## config.mk

```make
export PLATFORM = sky130hd
export DESIGN_NAME = bus_arbiter8way16
export DESIGN_NICKNAME = d
export VERILOG_FILES = /design/src/rtl/bus_arbiter8way16.sv
export SDC_FILE = /design/constraint.sdc
export NUM_CORES = 1
export LEC_CHECK = 0
export CORE_MARGIN = 10
export CORE_UTILIZATION = 45
export DETAILED_ROUTE_END_ITERATION = 10
export GPL_ROUTABILITY_DRIVEN = 0
export MAX_ROUTING_LAYER = met4
export PLACE_DENSITY_LB_ADDON = 0.08
export SETUP_SLACK_MARGIN = 0.5
export SYNTH_ARGS = -nofsm -noshare
export SYNTH_HDL_FRONTEND = slang
export SYNTH_SLANG_ARGS = --single-unit
```

## constraint.sdc

```tcl
create_clock -name clk -period 10.75 [get_ports clk]
set_input_delay 2.6875 -clock clk [delete_from_list [all_inputs] [get_ports clk]]
set_output_delay 2.6875 -clock clk [all_outputs]
set_load 0.02 [all_outputs]
```

## src/rtl/bus_arbiter8way16.sv

```systemverilog
// Round-robin arbiter sharing one registered WIDTH-bit output channel between 8 requesters,
// with optional bounded locked bursts for a single owner.
module bus_arbiter8way16 #(
    parameter int WIDTH     = 16,
    parameter int MAX_BURST = 4
) (
    input  logic               clk,
    input  logic               reset,
    input  logic [7:0]         req,
    input  logic [7:0]         lock,
    input  logic [8*WIDTH-1:0] in,
    input  logic               out_ready,
    output logic [7:0]         grant,
    output logic [2:0]         sel,
    output logic [WIDTH-1:0]   out,
    output logic               out_valid,
    output logic               busy
);

    typedef enum logic {IDLE, OWN} state_t;

    localparam logic [3:0] BURST_LIM = 4'(MAX_BURST);

    state_t     state, state_nxt;
    logic [2:0] ptr, ptr_nxt;
    logic [2:0] owner, owner_nxt;
    logic [3:0] cnt, cnt_nxt;
    logic [2:0] win;
    logic       cap;
    logic       slot;

    // First requester at or after p, wrapping mod 8; the lowest offset is written last and wins.
    function automatic logic [2:0] rr_pick(input logic [7:0] r, input logic [2:0] p);
        logic [2:0] idx;
        rr_pick = p;
        for (int k = 7; k >= 0; k--) begin
            idx = p + 3'(k);
            if (r[idx]) rr_pick = idx;
        end
    endfunction

    assign slot = !out_valid || out_ready;
    assign busy = (state == OWN);

    always_comb begin
        state_nxt = state;
        ptr_nxt   = ptr;
        owner_nxt = owner;
        cnt_nxt   = cnt;
        win       = ptr;
        cap       = 1'b0;
        case (state)
            IDLE: begin
                if (slot && |req) begin
                    cap = 1'b1;
                    win = rr_pick(req, ptr);
                    if (lock[win] && MAX_BURST > 1) begin
                        state_nxt = OWN;
                        owner_nxt = win;
                        cnt_nxt   = 4'd1;
                    end else begin
                        ptr_nxt = win + 3'd1;
                    end
                end
            end
            OWN: begin
                win = owner;
                // A dropped request ends the burst immediately, even while the output stalls.
                if (!req[owner]) begin
                    state_nxt = IDLE;
                    ptr_nxt   = owner + 3'd1;
                    cnt_nxt   = 4'd0;
                end else if (slot) begin
                    cap     = 1'b1;
                    cnt_nxt = cnt + 4'd1;
                    if (!lock[owner] || (cnt + 4'd1) == BURST_LIM) begin
                        state_nxt = IDLE;
                        ptr_nxt   = owner + 3'd1;
                        cnt_nxt   = 4'd0;
                    end
                end
            end
            default: state_nxt = IDLE;
        endcase
        if (reset) cap = 1'b0;
        grant = cap ? (8'b1 << win) : 8'b0;
    end

    always_ff @(posedge clk) begin
        if (reset) begin
            state     <= IDLE;
            ptr       <= 3'd0;
            owner     <= 3'd0;
            cnt       <= 4'd0;
            out       <= '0;
            sel       <= 3'd0;
            out_valid <= 1'b0;
        end else begin
            state <= state_nxt;
            ptr   <= ptr_nxt;
            owner <= owner_nxt;
            cnt   <= cnt_nxt;
            if (cap) begin
                out       <= in[32'(win)*WIDTH +: WIDTH];
                sel       <= win;
                out_valid <= 1'b1;
            end else if (out_ready) begin
                out_valid <= 1'b0;
            end
        end
    end

endmodule

```

==> summary.txt, run 1 <==
Final TNS setup = 0 ns
1st-pass router iterations = 5
Synth-to-Final Area Change = 46.17%
Antenna violations before repair = 0
Fin crit share = 89.49%
Final setup margin = 1.130 ns
Die W = 114.7 µm
DR vias/cell = 6.315
Die Ht = 114.7 µm
Synth Area in Compound Gates = 27.15%
Hold Crit Depth = 2
Setup Buffers After CTS = 0
Worst hold path type = flop to flop
CTS H-Tree Depth = 2
Largest net degree at the start of global routing = 37
Ys async rst share = 0%
RSZ-0062 raised after global routing = no
CTS tree = built
Clk sinks = 31
Via count = 4812
CTS Root Cell = clkbuf_8
Flop pwr share = 11.6%
I/O pin count = 176
Multiplexer area fraction after synthesis = 27.80%
WP data arrival = 6.93 ns
PortBufs = 175
Clock buffer depth = 2
Seq/Total Area, Yosys = 15.37%
Yosys cell types = 72
Clk_skew = 0.006298 ns
Gate Count Post-Synth = 498
Vias in the first global route = 4664
Largest cells by area after synthesis = dfxtp_1 (15%), mux2i_1 (15%), mux4_2 (8.4%), nand2_1 (5.4%), nand3_1 (3.7%)
Final Hold Vio Count = 0
Number of remaining DRC errors = 0
Post-synth EDFFs = 0
Synth Warn # = 0
Worst-Skew Late Latency = 0.29 ns
Slew @ Worst Pin = 0.9980 ns
Yosys top cell by area = dfxtp_1
Die area = 13160 µm²
Max Slew Vio Count = 0
Resize count post-CTS = 0
Setup-failing EPs final = 0
Critical path fanouts, max = 20
Ys flop type = dfxtp_1
DR WL/cell = 21.65 µm
Crit Path Class = input port to primary output
Leak = 2.235 nW
Commonest non-fill, non-tap cell in the layout = clkdlybuf4s50_1
Starting DRT DRC Count = 506
Net Sw Frac = 52.83%
Hold-fix buffers, CTS = 0
DRT antenna net count = 0
GRT overflow = 0
Logic pwr share = 83.0%
Final worst path period need = 9.620 ns
Site row count = 34
Synth Area in Adders = 1.549%
Clock transition time at the flip-flop clock pins of the worst setup and hold paths = 0.07 ns
Power per Cell Area = 287.7 nW/µm²
Max Freq = 0.1040 GHz
Net count after synthesis = 650
Status = finished clean
Maxcap violations = 0
Top-area cell type share of the netlist area = 15.37%
Slew HR = 33.22%
Synthesized flop and latch total = 31
Post-synthesis xor/xnor area fraction = 1.302%
Share of cells above drive strength 1 = 9.035%
Startpoint Class = input port
Reg2reg path depth = 13
HPWL Detailed = 13070 µm
CTS Buf Count = 5
Simple-Gate Fraction of Synth Area = 21.38%
GR Util All Layers = 24.02%
Commonest non-fill, non-tap cells in the layout = clkdlybuf4s50_1 (175), mux2i_1 (61), nand2_1 (58)
Mapped Area = 4038 µm²
Routed WL = 16500 µm
P_sw = 0.8970 mW
DP Worst Slack = 1.203 ns
CP required = 8.06 ns
Initial Util = 46.30%
Largest family of logic cells by synthesized area = multiplexers
Clock share of power = 5.5%
Cell internal pwr = 0.8009 mW
Nets = 804
Synthesized area per cell = 8.108 µm²
First-pass GRT wire length = 25210 µm
Fillcell total = 703
Peak supply drop = 155.2 µV
CP Capture Type = primary output
CORE AREA = 8721 µm²
layer usage:
| layer | share of wire [%] | global-route usage (%) | wire, µm | vias up |
|---|---|---|---|---|
| li1 | - | - | - | 2260 |
| met1 | 40 | 29.43 | 6611 | 2288 |
| met2 | 51 | 40.17 | 8389 | 242 |
| met3 | 8.1 | 5.451 | 1340 | 22 |
| met4 | 0.93 | 3.548 | 154 | 0 |
| met5 | 0 | - | 0 | - |
per-stage QoR:
step / instance area [µm²] / utilization [%] / hold slack (ns) / cells / total power [mW]
after floorplan: 4038 / - / 0.4792 / 498 / 1.220
after global placement: 5818 / 66.71 / 0.4395 / 753 / 1.560
after detailed placement: 5818 / 66.71 / 0.4455 / 753 / 1.583
after CTS: 5899 / 67.65 / 0.4567 / 761 / 1.681
after global routing: 5899 / 67.65 / 0.4907 / 761 / 1.823
final: 5902 / 67.68 / 0.4586 / 762 / 1.698
cell families after synthesis:
kind of cell               Yosys count
AOI/OAI and AO/OA                  145
xor gates and xnor gates             6
adders and majority gates            5
buffers and inverters               47
DFF                                 31
muxes                               90
and+or+nand+nor                    174
worst paths after layout:
path	slack [ns]	to	start
setup / recovery	1.13	grant[3]	req[1]
hold / removal	0.46	sel[0]	sel[0]
setup reg to reg	5.31	out[8]	ptr[1]
hold reg to reg	0.46	sel[0]	sel[0]
power by group through the flow:
stage | Clock, mW | Sequential, mW | Combinational, mW
2_1_floorplan | 0 | 0.218 | 1.00
6_report | 0.0929 | 0.196 | 1.41
3_5_place_dp | 0 | 0.198 | 1.39
4_1_cts | 0.0939 | 0.196 | 1.39
5_1_grt | 0.0976 | 0.203 | 1.52
3_3_place_gp | 0 | 0.198 | 1.36
Yosys cell counts (10+ instances only):
master    number
a21oi_1       20
a221o_1       14
a311oi_1      16
and3_1        20
buf_2         14
clkbuf_1      17
dfxtp_1       31
mux2_2        10
mux2i_1       61
mux4_2        15
nand2_1       58
nand3_1       30
nor2_1        23
o21ai_0       27
layout make-up:
cell class,count,area [µm²],share of cell area [%]
flip-flops and latches,31,620.6,10.52
diodes,1,2.502,0.04240
repair buffers,183,1812,30.70
multi-input cells,420,3209,54.38
clock buffers,7,76.32,1.293
clock inverters,1,5.005,0.08480
inverters,11,41.29,0.6996
well taps,108,135.1,2.290
sequential cells by signal, indices dropped and copies added (netlist names):
name / cells
busy: 1
cnt: 4
out: 16
out_valid: 1
owner: 3
ptr: 3
sel: 3
critical path: stages:
cell,delay [ns]
clkdlybuf4s50_1,0.57
mux4_2,0.62
or3_1,0.34
o211ai_1,0.11
a31oi_1,0.08
a211o_1,0.32
o21ai_2,0.63
nand2_1,0.60
nor3_1,0.34
clkdlybuf4s50_1,0.65
Power figures use the tool's default switching activity.
==> inputs of run 2 (changes only) <==
--- a/config.mk
+++ b/config.mk
@@ -6,7 +6,7 @@
 export NUM_CORES = 1
 export LEC_CHECK = 0
 export CORE_MARGIN = 10
-export CORE_UTILIZATION = 45
+export CORE_UTILIZATION = 25
 export DETAILED_ROUTE_END_ITERATION = 10
 export GPL_ROUTABILITY_DRIVEN = 0
 export MAX_ROUTING_LAYER = met4
==> run 2 against run 1 <==
Clock power increased by 78%. Count of clock-buffer cells in the layout shrank 1. Sequential cell count stayed put. First-iteration DRC count fell by 16%. Critical path depth did not move. Wire length rose by 11%. Register-to-register slack worse by 0.41 ns. Cell count up 14%. Non-clock buffer count is the same. Worst hold slack about the same. Critical endpoint unchanged. Largest cell class unchanged. Largest power group unchanged. Highest routed layer unchanged.
==> summary.txt, run 2 (synthesized netlist as in run 1, its figures left out) <==
Status = finished clean (unchanged)
Sequential Area = 620.6 µm² (unchanged)
Antenna violations before repair = 2 (was 0)
CP required = 8.06 ns (about the same)
Startpoint Class = input port (unchanged)
Fillcell total = 1680 (was 703)
P_sw = 0.9303 mW (was 0.8970 mW)
GRT overflow = 0 (unchanged)
Die Ht = 147.1 µm (was 114.7 µm)
Worst hold slack = 0.4583 ns (was 0.4586 ns)
Share of cells above drive strength 1 = 9.342% (was 9.035%)
Die area = 21630 µm² (was 13160 µm²)
I/O pin count = 176 (unchanged)
HPWL Detailed = 14970 µm (was 13070 µm)
DRT antenna net count = 0 (unchanged)
Largest regs = out (16), cnt (4) (unchanged)
Maxcap violations = 0 (unchanged)
Critical-path top delay cell = clkdlybuf4s50_1 (unchanged)
Max Freq = 0.1020 GHz (was 0.1040 GHz)
First-pass GRT wire length = 28210 µm (was 25210 µm)
Hold-fix buffers, CTS = 0 (unchanged)
Slew @ Worst Pin = 0.9519 ns (was 0.9980 ns)
Via count = 4700 (was 4812)
CTS H-Tree Depth = 2 (unchanged)
Clock transition time at the flip-flop clock pins of the worst setup and hold paths = 0.05 ns (was 0.07 ns)
CTS tree = built (unchanged)
Cell internal pwr = 0.8731 mW (was 0.8009 mW)
CORE AREA = 15890 µm² (was 8721 µm²)
Worst hold path type = flop to flop (unchanged)
Logic pwr share = 79.4% (was 83.0%)
Final TNS setup = 0 ns (unchanged)
Clk_skew = 0.004676 ns (was 0.006298 ns)
CP Capture Type = primary output (unchanged)
Max reg flops = 16 (unchanged)
Resize count post-CTS = 0 (unchanged)
Most flops, register = out (unchanged)
Synth-to-Final Area Change = 51.87% (was 46.17%)
Final setup margin = 0.9459 ns (was 1.130 ns)
Worst-Skew Late Latency = 0.28 ns (was 0.29 ns)
WP data arrival = 7.12 ns (was 6.93 ns)
CTS Buf Count = 5 (unchanged)
Number of remaining DRC errors = 0 (unchanged)
Net Sw Frac = 51.58% (was 52.83%)
Clk sinks = 31 (unchanged)
Vias in the first global route = 4964 (was 4664)
Setup-failing EPs final = 0 (unchanged)
Setup Buffers After CTS = 0 (unchanged)
Power per Cell Area = 294.1 nW/µm² (was 287.7 nW/µm²)
CTS Root Cell = clkbuf_16 (was clkbuf_8)
Crit path cell chain = clkdlybuf4s50_1, mux4_2, or3_1, o211ai_1, a31oi_1, a211o_1, o21ai_2, nand2_1, nor3_1, clkdlybuf4s50_1 (unchanged)
Clock share of power = 9.2% (was 5.5%)
Site row count = 46 (was 34)
Commonest non-fill, non-tap cells in the layout = clkdlybuf4s50_1 (175), mux2i_1 (61), nand2_1 (58) (unchanged)
Nets = 804 (unchanged)
Fin crit share = 91.20% (was 89.49%)
GR Util All Layers = 16.78% (was 24.02%)
Flop pwr share = 11.4% (was 11.6%)
Peak per-stage delay on the critical path = 0.68 ns (was 0.65 ns)
DR WL/cell = 21.01 µm (was 21.65 µm)
Crit path max-delay family = simple AND/OR/NAND/NOR gates (unchanged)
Initial Util = 25.42% (was 46.30%)
RSZ-0062 raised after global routing = no (unchanged)
Max Slew Vio Count = 0 (unchanged)
Peak supply drop = 118.0 µV (was 155.2 µV)
PortBufs = 175 (unchanged)
CP dominant cell by count = clkdlybuf4s50_1 (unchanged)
Die W = 147.1 µm (was 114.7 µm)
Routed WL = 18300 µm (was 16500 µm)
Final worst path period need = 9.804 ns (was 9.620 ns)
Final Hold Vio Count = 0 (unchanged)
Largest net degree at the start of global routing = 32 (was 37)
Slew HR = 36.31% (was 33.22%)
Bufs and invs on worst path = 2 (unchanged)
Clock buffer depth = 2 (unchanged)
Area of the multi-input gates = 3209 µm² (unchanged)
Critical path fanouts, max = 20 (unchanged)
1st-pass router iterations = 5 (unchanged)
Leak = 2.279 nW (was 2.235 nW)
Commonest non-fill, non-tap cell in the layout = clkdlybuf4s50_1 (unchanged)
DP Worst Slack = 0.9469 ns (was 1.203 ns)
Starting DRT DRC Count = 426 (was 506)
Crit Path Class = input port to primary output (unchanged)
DR vias/cell = 5.396 (was 6.315)
[run 2: per-stage QoR]
step	std cells	total power, mW	utilization (%)	area [µm²]
after floorplan	498	1.220	-	4038
after global placement	861	1.641	37.48	5953
after detailed placement	861	1.643	37.48	5953
after CTS	869	1.817	38.57	6127
after global routing	871	1.956	38.60	6132
final	871	1.803	38.60	6132
[run 2: final timing paths]
path	from	end	slack (ns)	depth (start not counted)
worst max register to register	ptr[1]	out[5]	4.90	13
worst min register to register	sel[0]	sel[0]	0.46	2
worst max-delay path	req[0]	grant[3]	0.95	10
worst min-delay path	sel[0]	sel[0]	0.46	2
[run 2: routing by layer]
metal	global-route usage (%)	wire, µm	up-vias
li1	-	-	2259
met1	19.26	7542	2230
met2	27.68	8917	189
met3	6.020	1574	22
met4	3.419	267	0
met5	-	0	-
[run 2: cell type report]
cell class / instances / share of cell area (%)
inverters: 11 / 0.6733
clock inverters: 2 / 0.5713
flip-flops and latches: 31 / 10.12
well taps: 216 / 4.407
clock buffers: 6 / 2.265
diodes: 2 / 0.08162
repair buffers: 183 / 29.55
multi-input cells: 420 / 52.34
[run 2: power groups by stage]
stage          clock, mW  sequential (mW)  combinational, mW
6_report           0.165            0.206               1.43
3_3_place_gp           0            0.208               1.43
4_1_cts            0.170            0.206               1.44
3_5_place_dp           0            0.207               1.44
5_1_grt            0.176            0.213               1.57
2_1_floorplan          0            0.218               1.00
[run 2: tightest hold or removal path, delay by kind of cell, from the launching register on]
family | cells | cell delay [ns]
flip-flops | 1 | 0.30
AO/OA/AOI/OAI | 1 | 0.05
AND/OR/NAND/NOR | 1 | 0.05
